==> src/rtl/stream_rr_arbiter.sv <==
// Round-robin arbiter feeding one registered valid/data output stage from NUM_REQ requesters.
// Optional per-requester grant counters are enabled by defining ARB_GRANT_CNT_EN.
module stream_rr_arbiter #(
    parameter int unsigned NUM_REQ    = 4,
    parameter int unsigned DATA_WIDTH = 8,
    parameter int unsigned SRC_WIDTH  = 2
) (
    input  logic                          sys_clk,
    input  logic                          sys_rst,
    input  logic [NUM_REQ-1:0]            in_valid,
    input  logic [NUM_REQ*DATA_WIDTH-1:0] in_data,
    output logic [NUM_REQ-1:0]            in_ready,
`ifdef ARB_GRANT_CNT_EN
    output logic [NUM_REQ*16-1:0]         grant_cnt,
`endif
    output logic                          out_valid,
    output logic [DATA_WIDTH-1:0]         out_data,
    output logic [SRC_WIDTH-1:0]          out_src,
    input  logic                          out_ready
);

    typedef enum logic {StEmpty, StFull} state_e;

    localparam logic [SRC_WIDTH:0]   NumReqW = (SRC_WIDTH + 1)'(NUM_REQ);
    localparam logic [SRC_WIDTH-1:0] LastIdx = SRC_WIDTH'(NUM_REQ - 1);

    state_e                state_q, state_d;
    logic [SRC_WIDTH-1:0]  rr_ptr_q;
    logic [DATA_WIDTH-1:0] out_data_q;
    logic [SRC_WIDTH-1:0]  out_src_q;

    logic                  load_en;
    logic                  transfer;
    logic [NUM_REQ-1:0]    grant;
    logic [SRC_WIDTH-1:0]  grant_idx;
    logic [SRC_WIDTH:0]    scan_sum;
    logic [SRC_WIDTH-1:0]  scan_idx;
    logic [DATA_WIDTH-1:0] in_word [NUM_REQ];

    for (genvar i = 0; i < NUM_REQ; i++) begin : g_unpack
        assign in_word[i] = in_data[i*DATA_WIDTH +: DATA_WIDTH];
    end

    assign load_en = (state_q == StEmpty) || out_ready;

    // Scan from rr_ptr upward with wrap; the first valid requester wins.
    always_comb begin
        grant     = '0;
        grant_idx = '0;
        transfer  = 1'b0;
        scan_sum  = '0;
        scan_idx  = '0;
        if (load_en && !sys_rst) begin
            for (int k = 0; k < NUM_REQ; k++) begin
                scan_sum = {1'b0, rr_ptr_q} + (SRC_WIDTH + 1)'(k);
                if (scan_sum >= NumReqW) begin
                    scan_sum = scan_sum - NumReqW;
                end
                scan_idx = scan_sum[SRC_WIDTH-1:0];
                if (!transfer && in_valid[scan_idx]) begin
                    transfer        = 1'b1;
                    grant[scan_idx] = 1'b1;
                    grant_idx       = scan_idx;
                end
            end
        end
    end

    assign in_ready = grant;

    always_comb begin
        state_d = state_q;
        case (state_q)
            StEmpty: begin
                if (transfer) begin
                    state_d = StFull;
                end
            end
            StFull: begin
                if (out_ready && !transfer) begin
                    state_d = StEmpty;
                end
            end
            default: state_d = StEmpty;
        endcase
    end

    always_ff @(posedge sys_clk or posedge sys_rst) begin
        if (sys_rst) begin
            state_q    <= StEmpty;
            rr_ptr_q   <= '0;
            out_data_q <= '0;
            out_src_q  <= '0;
        end else begin
            state_q <= state_d;
            if (transfer) begin
                out_data_q <= in_word[grant_idx];
                out_src_q  <= grant_idx;
                rr_ptr_q   <= (grant_idx == LastIdx) ? '0 : grant_idx + 1'b1;
            end
        end
    end

    assign out_valid = (state_q == StFull);
    assign out_data  = out_data_q;
    assign out_src   = out_src_q;

`ifdef ARB_GRANT_CNT_EN
    for (genvar i = 0; i < NUM_REQ; i++) begin : g_cnt
        logic [15:0] cnt_q;

        always_ff @(posedge sys_clk or posedge sys_rst) begin
            if (sys_rst) begin
                cnt_q <= '0;
            end else if (grant[i] && (cnt_q != 16'hFFFF)) begin
                cnt_q <= cnt_q + 16'd1;
            end
        end

        assign grant_cnt[i*16 +: 16] = cnt_q;
    end
`endif

endmodule
==> config.mk <==
export PLATFORM = sky130hd
export DESIGN_NAME = stream_rr_arbiter
export DESIGN_NICKNAME = d
export VERILOG_FILES = /design/src/rtl/stream_rr_arbiter.sv
export SDC_FILE = /design/constraint.sdc
export NUM_CORES = 1
export LEC_CHECK = 0
export ABC_AREA = 1
export CORE_MARGIN = 2
export CORE_UTILIZATION = 50
export DETAILED_ROUTE_END_ITERATION = 12
export PLACE_DENSITY = 0.82
export SYNTH_ARGS = -nofsm -noshare
export SYNTH_HDL_FRONTEND = slang
export SYNTH_SLANG_ARGS = --single-unit
==> constraint.sdc <==
create_clock -name sys_clk -period 5.4 [get_ports sys_clk]
set_input_delay 0.81 -clock sys_clk [delete_from_list [all_inputs] [get_ports sys_clk]]
set_output_delay 0.81 -clock sys_clk [all_outputs]
set_load 0.02 [all_outputs]
==> results.ini, run 1 <==
[placed_design]
dp.final_hpwl_microns = 3110
gp_congestion = 0.894
io_buffers = 53
placed_cells = 332

[drt]
routedWlPerCell_microns = 11.6
final_antenna_net_count = 0
viasPerCell = 4.93
vias = 1657
drc = 0
routed_wl_microns = 3910
drt_iter0_drc = 126
first_pass_iters = 4

[grt]
antenna_found_initial = 0
grt_pass1_vias = 1441
grt_pass1_wl_microns = 6270
grt_max_degree = 26
gr-usage-all-layers_pct = 21.7
grt.overflow.total = 0

[worst_setup_path]
r2r_cells = 14
crit_arrival_ps = 3020
setup.worst_path.end_class = output port
critPathMaxFanout = 12
worstPathRequired_ps = 4590
cp-start-kind = flop
critPathKind = reg2out

[synthesis]
synth.net_count = 289
synth_xor_xnor_area_share_pct = 0
syn_inst = 242
synth_seq_cells = 13
synth-edff-count = 0
ys_seq_area_share_pct = 19.7
synth_compound_area_share_pct = 3.48
yosys.area_share.adder_pct = 6.06
synth_area_leaders = dfrtp_1, nand2_1, nand3_1
yosysTopAreaCell = dfrtp_1
yosys_warnings = 0
synthMuxAreaShare_pct = 0
synth-simple-area-share_pct = 55.6
synthFlopType = dfrtp_1
async_flop_share_pct = 100
netlist.area_leader.share_pct = 19.7
yosys-top-cells-count = nand2_1, inv_1, nand3_1
netlist_area_sq_um = 1650
avgSynthCellArea_sq_um = 6.83
ys_types = 32
synth_top_family_by_area = simple AND/OR/NAND/NOR gates
synth_most_common_cell = nand2_1

[timing]
hold_viol_final = 0
skew_ps = 2.70
fmax_mhz = 261
whs_ps = 492
fin_crit_ps = 3830
slew_headroom_pct = 62.0
maxSlewViolCount = 0
rsz0062_at_grt = false
finalSetupViolations = 0
totalNegativeSetupSlack_ps = 0
fin_crit_sh_pct = 71.0
max_slew.worst_pin.slew_ps = 570

[floorplanning]
core_sq_um = 3100
fp.dieW_microns = 61.5
die_h_microns = 61.5
num_io_pins = 54
dieArea_sq_um = 3780
start_util_pct = 53.3
row_count = 20

[clock_tree]
cts_root_buffer = clkbuf_4
cts_buffers = 3
cts_hold_buf = 0
clk_pin_slew_worst_paths_ps = 80
cts_sinks = 13
cts_resized = 0
clockBufferDepth = 2
post_cts_buffers = 0
cts_tree = yes
htree_levels = 1
clock_latency_ps = 270

[layout]
n_antenna_cell = 0
layout-drive-gt1-share_pct = 17.1
area_delta_synth_final_pct = 33.1
layoutNonFillerInstCount = 336
fillers = 296
nNetsFinal = 340

[power]
switchingPower_uw = 716
seqPwrFrac_pct = 16.0
peakVddDrop_mv = 0.229
pwr-share-comb_pct = 79.2
power.share.clock_pct = 4.8
power_uw = 1260
intPower_uw = 541
switching_share_pct = 57.0
p_leak_uw = 0.00121
p_per_area_nw_per_um2 = 571

[run_status]
outcome = finished, final reports clean

[hold_path]
hold_path_depth = 2
hold_class = reg2reg

[flow_run]
cap_violations = 0

[per-layer routing]
layer  vias to the layer above  wire [microns]  part of all wire (%)  GRT usage [%]
met5                         -               0                     0              0
li1                        848               -                     -              -
met3                         6             221                   5.7           4.62
met1                       744            1610                    41           26.8
met2                        59            2020                    52           39.4
met4                         0              48                   1.2           3.04
[sequential cells by signal (all words and copies together), names as in the netlist]
signal / cells
out_data: 8
out_src: 2
rr_ptr_q: 2
out_valid: 1
[critical path: stages (launching register included)]
cell	delay, ps
dfrtp_1	710
inv_8	110
ha_1	400
inv_1	100
nand3_1	90
nand2_1	130
nor2_1	260
a22oi_1	120
nand3_1	100
nand2_1	50
inv_1	70
clkdlybuf4s50_1	590
[cell families (layout without fill, tap and decap cells)]
| group | count (synthesis) | after routing |
|---|---|---|
| AOI/OAI and AO/OA | 8 | 8 |
| buffers and inverters | 54 | 104 |
| DFF | 13 | 13 |
| and+or+nand+nor | 159 | 159 |
| adders and majority gates | 8 | 8 |
[layout make-up]
class,count,area [sq um],share of cell area [%]
timing repair buffer,53,531,24.1
inverter,47,186,8.48
sequential,13,325,14.8
multi-input combinational,175,1080,48.9
clock buffer,4,26.3,1.19
tap,44,55.1,2.50
[final timing paths]
kind | from | endpoint | slack [ps]
max reg2reg | rr_ptr_q[0] | out_data[4] | 2550
min reg2reg | out_data[7] | out_data[7] | 490
max in group asynchronous | sys_rst | out_data[4] | 4200
min | out_data[7] | out_data[7] | 490
max | rr_ptr_q[0] | in_ready[1] | 1570
min in group asynchronous | sys_rst | out_valid | 880
[power groups by stage]
stage | clock [uW] | sequential (uW) | combinational (uW)
after floorplan | 0 | 228 | 745
after global placement | 0 | 199 | 981
after detailed placement | 0 | 201 | 992
after CTS | 61.0 | 201 | 997
after global routing | 64.9 | 208 | 1090
final | 60.2 | 201 | 995
[stage by stage]
step | util [%] | setup WS [ps] | cell area (sq um)
6_report | 70.9 | 1570 | 2200
5_1_grt | 70.9 | 1330 | 2200
4_1_cts | 70.9 | 1560 | 2200
3_5_place_dp | 70.0 | 1630 | 2170
3_3_place_gp | 70.0 | 1710 | 2170
2_1_floorplan | - | 2710 | 1650
[cell usage in the layout (no fill, tap or decap), drive strengths merged]
| cell | n |
|---|---|
| a21oi | 2 |
| a22oi | 2 |
| clkbuf | 4 |
| clkdlybuf4s50 | 53 |
| dfrtp | 13 |
| ha | 8 |
| inv | 47 |
| nand2 | 97 |
| nand3 | 50 |
| nand3b | 2 |
| nand4 | 3 |
| nor2 | 7 |
| o211ai | 1 |
| o21a | 1 |
| o21ai | 2 |
(Power assumes the default switching activity.)
==> run 2: changes to the inputs <==
--- a/config.mk
+++ b/config.mk
@@ -7,9 +7,9 @@
 export LEC_CHECK = 0
 export ABC_AREA = 1
 export CORE_MARGIN = 2
-export CORE_UTILIZATION = 50
+export CORE_UTILIZATION = 42
 export DETAILED_ROUTE_END_ITERATION = 12
-export PLACE_DENSITY = 0.82
+export PLACE_DENSITY = 0.73
 export SYNTH_ARGS = -nofsm -noshare
 export SYNTH_HDL_FRONTEND = slang
 export SYNTH_SLANG_ARGS = --single-unit
==> constraint.sdc (replaced) <==
create_clock -name sys_clk -period 3.5 [get_ports sys_clk]
set_input_delay 0.525 -clock sys_clk [delete_from_list [all_inputs] [get_ports sys_clk]]
set_output_delay 0.525 -clock sys_clk [all_outputs]
set_load 0.02 [all_outputs]
==> run 2 against run 1 <==
Register-to-register slack lost 1500 ps; first-iteration DRC count shrank 27%; critical path depth is the same; design area grew 2.1%; worst setup slack lost 1300 ps; clock power grew 120%; highest routed layer unchanged.
==> results.ini, run 2 (same netlist as run 1, synthesis figures left out) <==
[run_status]
outcome = finished, final reports clean

[timing]
max_slew.worst_pin.slew_ps = 531  ; -39.0 ps
maxSlewViolCount = 0  ; unchanged
fmax_mhz = 314
fin_crit_ps = 3190
totalNegativeSetupSlack_ps = 0  ; unchanged
skew_ps = 0.851  ; -1.85 ps
slew_headroom_pct = 64.5  ; +2.5 points
rsz0062_at_grt = false
fin_crit_sh_pct = 91.1
finalSetupViolations = 0  ; unchanged
hold_viol_final = 0  ; unchanged
whs_ps = 478  ; -14.1 ps

[layout]
nNetsFinal = 343  ; +0.88%
n_antenna_cell = 0  ; unchanged
layout_common_cells = nand2_1, clkdlybuf4s50_1, inv_1
area_delta_synth_final_pct = 35.9
layout-drive-gt1-share_pct = 18.0  ; +0.84 points
final_common_cell = nand2_1
final_util_pct = 60.4  ; -10 points
largest_reg_flops = 8  ; unchanged
final_area_sq_um = 2250  ; +2.1%

[clock_tree]
clk_pin_slew_worst_paths_ps = 50  ; -30 ps
clock_latency_ps = 240  ; -30 ps
cts_buffers = 3  ; unchanged
cts_root_buffer = clkbuf_8
cts_hold_buf = 0  ; unchanged
post_cts_buffers = 0  ; unchanged
htree_levels = 1  ; unchanged
clockBufferDepth = 2  ; unchanged
cts_resized = 0  ; unchanged
cts_tree = yes
cts_sinks = 13  ; unchanged

[floorplanning]
start_util_pct = 44.5  ; -8.8 points
fp.dieW_microns = 66.7  ; +8.5%
core_sq_um = 3720  ; +20%
num_io_pins = 54  ; unchanged
row_count = 22  ; +10%
die_h_microns = 66.7  ; +8.5%
dieArea_sq_um = 4450  ; +18%

[worst_setup_path]
setup.worst_path.end_class = output port
critPathMaxFanout = 12  ; unchanged
cp-start-kind = flop
worstPathRequired_ps = 2970  ; -1620 ps
crit_arrival_ps = 2660  ; -360 ps
critPathKind = reg2out

[power]
p_leak_uw = 0.00123  ; +1.8%
p_per_area_nw_per_um2 = 888  ; +55%
peakVddDrop_mv = 0.317  ; +38%
power_uw = 1990  ; +59%

[drt]
first_pass_iters = 4  ; unchanged
drc = 0  ; unchanged
vias = 1597  ; -3.6%
routedWlPerCell_microns = 10.9  ; -6.5%
final_antenna_net_count = 0  ; unchanged
drt_iter0_drc = 92  ; -27%
viasPerCell = 4.66  ; -5.6%
routed_wl_microns = 3730  ; -4.6%

[placed_design]
placed_area_sq_um = 2200  ; +1.3%
gp_congestion = 0.873  ; -2.3%
dp.final_hpwl_microns = 3010  ; -3.1%
io_buffers = 53  ; unchanged

[grt]
grt_pass1_vias = 1422  ; -1.3%
grt_pass1_wl_microns = 6480  ; +3.4%
antenna_found_initial = 0  ; unchanged
grt_max_degree = 26  ; unchanged
gr-usage-all-layers_pct = 18.4  ; -3.3 points
grt.overflow.total = 0  ; unchanged

[flow_run]
cap_violations = 0  ; unchanged

[hold_path]
hold_class = reg2reg

-- run 2: path summary, 6_finish.rpt --
| path | start | to | slack (ps) | cells past startpoint |
|---|---|---|---|---|
| setup / recovery | rr_ptr_q[0] | in_ready[1] | 310 | 11 |
| hold / removal | out_data[3] | out_data[3] | 480 | 2 |
| setup reg to reg | rr_ptr_q[0] | out_data[4] | 1020 | 14 |
| hold reg to reg | out_data[3] | out_data[3] | 480 | 2 |
| max in group asynchronous | sys_rst | out_data[3] | 2550 | 2 |
| min in group asynchronous | sys_rst | out_data[0] | 640 | 2 |
-- run 2: routing by layer --
metal / up-vias / GRT usage [%] / share of wire [%]
li1: 859 / - / -
met1: 683 / 28.0 / 52
met2: 51 / 27.6 / 43
met3: 4 / 2.70 / 5.2
met4: 0 / 3.06 / 0.72
met5: - / 0 / 0
-- run 2: worst max-delay path, cell delays in order (launching register included) --
cell             delay (ps)
dfrtp_1                 440
inv_8                    80
ha_1                    380
inv_1                   100
nand3_1                 100
nand2_1                 110
nor2_1                  250
a22oi_1                 140
nand3_1                 110
nand2_1                  50
inv_1                    60
clkdlybuf4s50_1         590
-- run 2: through the flow --
| stage | setup WS (ps) | cells |
|---|---|---|
| 2_1_floorplan | 1100 | 242 |
| 3_3_place_gp | 401 | 339 |
| 3_5_place_dp | 375 | 339 |
| 4_1_cts | 339 | 343 |
| 5_1_grt | 156 | 343 |
| 6_report | 311 | 343 |
-- run 2: where the power goes --
group	leakage [uW]	total, uW	internal [uW]	switching (uW)
sequential	0.000158	271	224	47.0
clock	0.0000228	131	80.3	51.0
combinational	0.00105	1590	590	1000
-- run 2: layout make-up --
| class | count | area (sq um) |
|---|---|---|
| fill | 359 | 1470 |
| multi-input combinational | 175 | 1080 |
| timing repair buffer | 56 | 553 |
| sequential | 13 | 325 |
| inverter | 47 | 186 |
| tap | 48 | 60.1 |
| clock buffer | 4 | 45.0 |
